`src/rtl/monitor_relojes.sv`:
```
// Clock-tree health monitor: measures the 4f/2f/f divided-clock periods in clk_in cycles,
// locks after LOCK_N good f periods, then flags deviations/stuck clocks (3-cycle sync lag).
module monitor_relojes #(
  parameter int PER_4F = 6,
  parameter int TOL    = 1,
  parameter int LOCK_N = 4,
  parameter int CW     = 16
) (
  input  logic          clk_in,
  input  logic          reset_L,
  input  logic          clk_4f_s,
  input  logic          clk_2f_s,
  input  logic          clk_f_s,
  input  logic          clr,
  output logic          locked,
  output logic          fault,
  output logic [2:0]    err_vec,
  output logic [CW-1:0] period_f
);

  localparam int GW = $clog2(LOCK_N + 1);

  typedef enum logic [1:0] {S_INIT, S_ACQ, S_LOCK, S_FAULT} state_t;

  // Channel index follows err_vec: 2 = 4f, 1 = 2f, 0 = f
  logic [2:0]         w_in;
  logic [2:0]         r_sync1, r_sync2, r_sync3;
  logic [2:0]         r_seen;
  logic [2:0][CW-1:0] r_cnt;
  logic [2:0][CW-1:0] w_exp;
  logic [2:0][CW-1:0] w_diff;
  logic [2:0]         w_pulse, w_ok, w_bad;
  logic               w_good_f;
  state_t             r_state, w_state_nxt;
  logic [GW-1:0]      r_good_cnt, w_good_nxt;
  logic [2:0]         r_err, w_err_nxt;

  assign w_in     = {clk_4f_s, clk_2f_s, clk_f_s};
  assign w_exp[0] = CW'(4 * PER_4F);
  assign w_exp[1] = CW'(2 * PER_4F);
  assign w_exp[2] = CW'(PER_4F);
  assign w_pulse  = r_sync2 & ~r_sync3;

  // Timeout fires only on the single cycle cnt equals limit+1, so once per gap
  always_comb begin
    w_diff = '0;
    w_ok   = '0;
    w_bad  = '0;
    for (int c = 0; c < 3; c++) begin
      w_diff[c] = (r_cnt[c] >= w_exp[c]) ? (r_cnt[c] - w_exp[c]) : (w_exp[c] - r_cnt[c]);
      w_ok[c]   = (w_diff[c] <= CW'(TOL));
      w_bad[c]  = r_seen[c] & (w_pulse[c] ? ~w_ok[c]
                                          : (r_cnt[c] == w_exp[c] + CW'(TOL + 1)));
    end
  end

  assign w_good_f = w_pulse[0] & r_seen[0] & w_ok[0];

  always_ff @(posedge clk_in or negedge reset_L) begin
    if (!reset_L) begin
      r_sync1  <= '0;
      r_sync2  <= '0;
      r_sync3  <= '0;
      r_seen   <= '0;
      r_cnt    <= '0;
      period_f <= '0;
    end else begin
      r_sync1 <= w_in;
      r_sync2 <= r_sync1;
      r_sync3 <= r_sync2;
      if (w_pulse[0]) period_f <= r_cnt[0];
      for (int c = 0; c < 3; c++) begin
        if (clr) begin
          r_cnt[c]  <= '0;
          r_seen[c] <= 1'b0;
        end else if (w_pulse[c]) begin
          r_cnt[c]  <= CW'(1);
          r_seen[c] <= 1'b1;
        end else if (r_cnt[c] != {CW{1'b1}}) begin
          r_cnt[c] <= r_cnt[c] + 1'b1;
        end
      end
    end
  end

  always_comb begin
    w_state_nxt = r_state;
    w_good_nxt  = r_good_cnt;
    w_err_nxt   = r_err;
    if (clr) begin
      w_state_nxt = S_INIT;
      w_good_nxt  = '0;
      w_err_nxt   = '0;
    end else begin
      case (r_state)
        S_INIT: begin
          if (&r_seen) begin
            w_state_nxt = S_ACQ;
            w_good_nxt  = '0;
          end
        end
        S_ACQ: begin
          if (|w_bad) begin
            w_good_nxt = '0;
          end else if (w_good_f) begin
            w_good_nxt = r_good_cnt + 1'b1;
            if (w_good_nxt == GW'(LOCK_N)) w_state_nxt = S_LOCK;
          end
        end
        S_LOCK: begin
          if (|w_bad) begin
            w_state_nxt = S_FAULT;
            w_err_nxt   = r_err | w_bad;
          end
        end
        S_FAULT: w_err_nxt = r_err | w_bad;
        default: w_state_nxt = S_INIT;
      endcase
    end
  end

  always_ff @(posedge clk_in or negedge reset_L) begin
    if (!reset_L) begin
      r_state    <= S_INIT;
      r_good_cnt <= '0;
      r_err      <= '0;
      locked     <= 1'b0;
      fault      <= 1'b0;
    end else begin
      r_state    <= w_state_nxt;
      r_good_cnt <= w_good_nxt;
      r_err      <= w_err_nxt;
      locked     <= (w_state_nxt == S_LOCK);
      fault      <= (w_state_nxt == S_FAULT);
    end
  end

  assign err_vec = r_err;

endmodule

```
`config.mk`:
```
export PLATFORM = sky130hd
export DESIGN_NAME = monitor_relojes
export DESIGN_NICKNAME = d
export VERILOG_FILES = /design/src/rtl/monitor_relojes.sv
export SDC_FILE = /design/constraint.sdc
export NUM_CORES = 1
export LEC_CHECK = 0
export ABC_AREA = 1
export BUFFER_PORTS_ARGS = -buffer_cell sky130_fd_sc_hd__buf_4
export CELL_PAD_IN_SITES_DETAIL_PLACEMENT = 0
export CELL_PAD_IN_SITES_GLOBAL_PLACEMENT = 1
export CORE_MARGIN = 1
export CORE_UTILIZATION = 41
export DETAILED_ROUTE_END_ITERATION = 6
export PLACE_DENSITY = 0.81
export SKIP_CTS_REPAIR_TIMING = 1
export SLEW_MARGIN = 30
export SYNTH_ARGS = -nofsm -noshare
export SYNTH_HDL_FRONTEND = slang
export SYNTH_SLANG_ARGS = --single-unit
```
`constraint.sdc`:
```
create_clock -name clk_in -period 2 [get_ports clk_in]
set_input_delay 0.2 -clock clk_in [delete_from_list [all_inputs] [get_ports clk_in]]
set_output_delay 0.2 -clock clk_in [all_outputs]
set_load 0.02 [all_outputs]
```
## Yosys cells after proc, flatten, opt, wreduce, memory -nomap -nowiden

Cells that the tools add are included.

- Bitwise operators: 11
- Muxes and demuxes: 36
- Eq/ne operators: 15
- Order comparisons: 6
- $add $sub $neg: 10
- Reductions and logical operators: 13

Operators with widths:

| kind | number |
|---|---|
| 16-bit two-way mux | 12 |
| 16-bit by 1-bit adder with 16-bit output, second input constant | 3 |
| 16-bit by 1-bit <= comparator with 1-bit output, second input constant | 3 |
| 16-bit inequality test, second input constant | 3 |
| 16-bit by 4-bit equality test with 1-bit output, second input constant | 2 |
| 3-bit two-way mux | 6 |
| 16-bit by 5-bit equality test with 1-bit output, second input constant | 1 |
| 16-bit by 3-bit greater-or-equal comparator with 1-bit output, second input constant | 1 |
| 16-bit by 4-bit greater-or-equal comparator with 1-bit output, second input constant | 1 |
| 16-bit by 5-bit greater-or-equal comparator with 1-bit output, second input constant | 1 |
| 16-bit by 3-bit subtractor with 16-bit output, second input constant | 1 |
| 16-bit by 4-bit subtractor with 16-bit output, second input constant | 1 |
| 16-bit by 5-bit subtractor with 16-bit output, second input constant | 1 |
| 3-bit by 16-bit subtractor with 16-bit output, first input constant | 1 |
| 4-bit by 16-bit subtractor with 16-bit output, first input constant | 1 |
| 5-bit by 16-bit subtractor with 16-bit output, first input constant | 1 |
| 3-bit nonzero test | 5 |
| 2-bit two-way mux | 6 |
| 3-bit case mux with 2 select lines | 2 |
| 1-bit two-way mux | 9 |
| 2-bit equality test, second input constant | 4 |
| 3-bit inequality test, second input constant | 2 |
| 2-bit case mux with 3 select lines | 1 |
| 3-bit AND reduction | 2 |
| other kinds (13) | 21 |

- Output and inout bits: 21
- Register bits after elaboration: 86
- Logic and storage cells: 106

## Logic depth before layout (Yosys ltp)

- Word-level depth: 11
- Mapped depth: 20

## Worst setup path after synthesis

OpenSTA, ideal clock, no wires.

- Path type: reg-to-reg
- Start point: register r_cnt[32] (netlist bit)
- End point: register r_state[0]
- Library setup time: 0.132 ns
- Stages on the path, launching flop included: 17
- Path slack: -0.190 ns
- Clock period less this slack: 2.190 ns
- Path buffers: 1
- Required time: 1.868 ns
- Data arrival time: 2.058 ns
- Cells stage by stage: dfrtp_1 inv_1 ha_1 nand3_1 nand3_4 buf_6 o21ai_0 nand2_1 inv_1 nor2_1 nand3_1 o21ai_4 nand3_1 nand2_2 nand2_1 a21oi_2 nor2_1

- Cells in the longest elaborated chain, start to end: 10
- Elaborated cells on any way between the ends: 14
- Classes of those cells: 2 x add/sub; 2 x order compare; 1 x eq/ne; 6 x mux; 2 x bitwise; 1 x reduce/logical

RTL lines:

| what | line | text |
|---|---|---|
| start: declaration | 29 | `logic [2:0][CW-1:0] r_cnt;` |
| start signal: indexed assignment | 80 | `r_cnt[c] <= r_cnt[c] + 1'b1;` |
| 3-bit by 16-bit subtractor with 16-bit output (tied with other cells) | 50 | `w_diff[c] = (r_cnt[c] >= w_exp[c]) ? (r_cnt[c] - w_exp[c]) : (w_exp[c] - r_cnt[c]);` |
| 16-bit two-way mux | 50 |  |
| 16-bit by 1-bit <= comparator with 1-bit output | 51 | `w_ok[c] = (w_diff[c] <= CW'(TOL));` |
| 1-bit NOT | 52 | `w_bad[c] = r_seen[c] & (w_pulse[c] ? ~w_ok[c]` |
| 1-bit two-way mux (*) | 52 |  |
| 1-bit AND (*) | 52 |  |
| 3-bit OR reduction (*) | 103, 111 |  |
| 2-bit two-way mux, on equally long branches | 111, 103 |  |
| 2-bit case mux with 3 select lines (*) | 95 | `case (r_state)` |
| 2-bit two-way mux (*) | 90 | `if (clr) begin` |
| named net w_state_nxt[0] | 34 | `state_t r_state, w_state_nxt;` |
| end signal: assignment | 130 | `r_state <= w_state_nxt;` |
| end: declaration | 34 |  |

Mark *: on every way through the listed nets, which the timed path passes. The rest lies on a longest branch.
A chain may end at the register's enable or synchronous reset.

## Worst setup path in the final report

- Start point: register r_cnt[33] (netlist bit)
- End point: register r_good_cnt[2]

- Cells in the longest elaborated chain, start to end: 10
- Elaborated cells on any way between the ends: 15
- Classes of those cells: 2 x add/sub; 2 x order compare; 2 x eq/ne; 5 x mux; 2 x bitwise; 2 x reduce/logical

RTL lines:

| what | line | text |
|---|---|---|
| 3-bit by 16-bit subtractor with 16-bit output (tied with other cells) | 50 |  |
| 16-bit two-way mux | 50 |  |
| 16-bit by 1-bit <= comparator with 1-bit output | 51 |  |
| 1-bit NOT | 52 |  |
| 1-bit two-way mux (*) | 52 |  |
| 1-bit AND (*) | 52 |  |
| 3-bit OR reduction (*) | 103 | `if (\|w_bad) begin` |
| 3-bit two-way mux | 103 |  |
| 3-bit case mux with 2 select lines | 95 |  |
| 3-bit two-way mux | 90 |  |
| end signal: assignment | 131 | `r_good_cnt <= w_good_nxt;` |
| end: declaration | 35 | `logic [GW-1:0] r_good_cnt, w_good_nxt;` |

Every way passes the cells marked *; elsewhere a longest branch is shown, timed or not.

==> results.sh <==
export IMPL_synth_fp_nets=940
export IMPL_p_leak_nw=4.75
export IMPL_final_cell_mix="buf_4 (241), nand2_1 (208), nor2_1 (107)"
export IMPL_yosysTopAreaCell="dfrtp_1"
export IMPL_power_mw=4.17
export IMPL_cts_root_buf="clkbuf_16"
export IMPL_crit_path_end="r_good_cnt[2]$_DFFE_PN0P_"
export IMPL_dieArea_um2=15600
export IMPL_ir_worst_vdd_mv=0.460
export IMPL_drive_gt1_frac=0.394
export IMPL_nNetsFinal=1189
export IMPL_worstRegToRegCells=17
export IMPL_maxSlewViolCount=0
export IMPL_overflow=0
export IMPL_yosys_top_cells_area="dfrtp_1 (35%), nand2_1 (14%), nor2_1 (8.6%)"
export IMPL_grt_pass1_vias=6369
export IMPL_first_pass_iters=7
export IMPL_ys_ff_latch=86
export IMPL_clk_pin_slew_ps=60
export IMPL_synth_top_area_frac=0.348
export IMPL_tritoncts="built"
export IMPL_stdcell_area_um2=9230
export IMPL_grt_pass1_wl_um=31100
export IMPL_run_status="finished, violations left"
export IMPL_failed_checks="design-rule violations, negative setup slack"
export IMPL_tns_ps=-8620
export IMPL_min_period_ps=2420
export IMPL_gp_congestion=0.891
export IMPL_finalHoldViolations=0
export IMPL_cts_buffers=9
export IMPL_dpl_hpwl_um=14600
export IMPL_slew_headroom=0.712
export IMPL_postRouteAntennaNets=0
export IMPL_maxCapViolCount=0
export IMPL_grt_start_max_net_pins=47
export IMPL_drt_iter0_drc=426
export IMPL_rows=44
export IMPL_dpl_cell_area_um2=8080
export IMPL_seq_area_frac_synth=0.348
export IMPL_setup_viol=37
export IMPL_grt_total_usage=0.249
export IMPL_hold_depth=2
export IMPL_die_w_um=125
export IMPL_p_per_area_nw_per_um2=452
export IMPL_diodes=0
export IMPL_dieHeight_um=125
export IMPL_start_kind="flop"
export IMPL_fmax_ghz=0.413
export IMPL_syn_inst=918
export IMPL_routed_via_density=5.02
export IMPL_worst_slew_pin_slew_ps=430
export IMPL_clkLatencyLatePin_ps=350
export IMPL_clock_sinks=86
export IMPL_critPathCaptureType="flop"
export IMPL_cp_data_arrival_time_ps=2670
export IMPL_place_ws_ps=-495
export IMPL_clk_path_buf_depth=2
export IMPL_syn_area_um2=6180
export IMPL_wirelength_um=19100
export IMPL_hold_start="clr"
export IMPL_io_pins=27
export IMPL_wl_per_cell_um=14.1
export IMPL_synth_warnings=0
export IMPL_area_growth_pct=49.3
export IMPL_crit_start="r_cnt[33]$_DFFE_PN0P_"
export IMPL_rr_endpoint="r_good_cnt[2]$_DFFE_PN0P_"
export IMPL_finalWorstSetupSlack_ps=-424
export IMPL_ff2ff_setup_slack_ps=-420
export IMPL_antenna_found_initial=0
export IMPL_rsz0062_at_grt="yes"
export IMPL_worst_ep_required_time_ps=2240
export IMPL_cp_max_fo=6
export IMPL_crit_type="flop to flop"
export IMPL_hold_class="primary input to flop"
export IMPL_reg2reg_from="r_cnt[33]$_DFFE_PN0P_"
export IMPL_syn_area_per_cell_um2=6.73
export IMPL_start_util=0.422
export IMPL_io_buffers=26
export IMPL_final_common_cell="buf_4"
export IMPL_core_um2=14600
export IMPL_htree_num_levels=3
export IMPL_skew_ps=7.34
export IMPL_route_detailed_drc=6
export IMPL_synth_cell_type_count=47
export IMPL_vias=6802
export IMPL_fin_crit_sh=1.21
-- worst max-delay path, stage by stage, from the launching register on --
cell,delay [ps]
dfrtp_2,490
ha_4,200
nand2_4,60
nand2_4,60
nor2_4,150
inv_2,60
nor2_2,120
nand2_2,80
nand3_2,80
nand2_2,70
nor2_2,110
nand3_2,90
o21ai_4,240
nand4_1,170
nor2_1,140
nor2_1,70
nand2_1,80
nand2_1,50
-- cell families after synthesis --
logic type	after synthesis	share of synthesized area
xor gates and xnor gates	12	0.0170
AOI/OAI and AO/OA	132	0.127
and+or+nand+nor	531	0.381
DFF	86	0.348
buffers and inverters	141	0.0944
adders and majority gates	16	0.0324
-- sequential cells by signal, indices dropped and copies added, names as in the netlist --
register and flops:
err_vec 3, fault 1, locked 1, period_f 16
r_cnt 48, r_good_cnt 3, r_seen 3, r_state 2
r_sync1 3, r_sync2 3, r_sync3 3
-- worst min-delay path by stage --
stage | endpoint | slack [ps]
final | r_cnt[32]$_DFFE_PN0P_ | 130
after global routing | r_cnt[32]$_DFFE_PN0P_ | 130
after CTS | r_cnt[33]$_DFFE_PN0P_ | -220
after detailed placement | r_cnt[33]$_DFFE_PN0P_ | 150
after global placement | fault$_DFF_PN0_ | 150
after floorplan | err_vec[0]$_DFFE_PN0P_ | -100
-- layout make-up --
class	instances	area, um2
Multi-Input combinational cell	691	4050
Clock inverter	4	97.6
Clock buffer	10	229
Fill cell	1341	5420
Sequential cell	86	2160
Timing Repair Buffer	256	1980
Tap cell	184	230
Inverter	123	472
-- layer usage --
layer | global-route usage | wire length [um] | vias to the layer above
met5 | 0 | 0 | -
met3 | 0.0412 | 666 | 21
li1 | - | - | 3470
met1 | 0.335 | 8960 | 3184
met4 | 0.0428 | 233 | 0
met2 | 0.423 | 9200 | 127
-- power by group --
group          switching, mW  leakage, nW  internal, mW
logic                  0.262         3.44         0.187
registers             0.0319         1.16          1.77
clock network          0.706        0.155          1.21
total                   1.00         4.75          3.17
-- Yosys cell counts (all sizes together) --
cell type / instances
nand2: 251
nor2: 161
inv: 121
dfrtp: 86
nand3: 64
o21ai: 58
a21oi: 42
nor3: 32
ha: 16
nand4: 13
buf: 11
xor2: 9
clkbuf: 7
a211oi: 6
a22oi: 4
a31oi: 4
nor4: 4
o21bai: 4
nand3b: 3
o211a: 3
xnor2: 3
a21boi: 2
and3: 2
clkinv: 2
o211ai: 2
o21a: 2
o31ai: 2
a2bb2oi: 1
a311oi: 1
a41oi: 1
or4: 1
-- stage by stage --
stage	utilization	instances	hold WS, ps
after floorplan	-	918	-95.6
final	0.630	1354	132
after global placement	0.552	1315	152
after global routing	0.630	1354	134
after detailed placement	0.552	1315	155
after CTS	0.574	1329	-224
No activity file was read; power rests on OpenSTA's default activity.
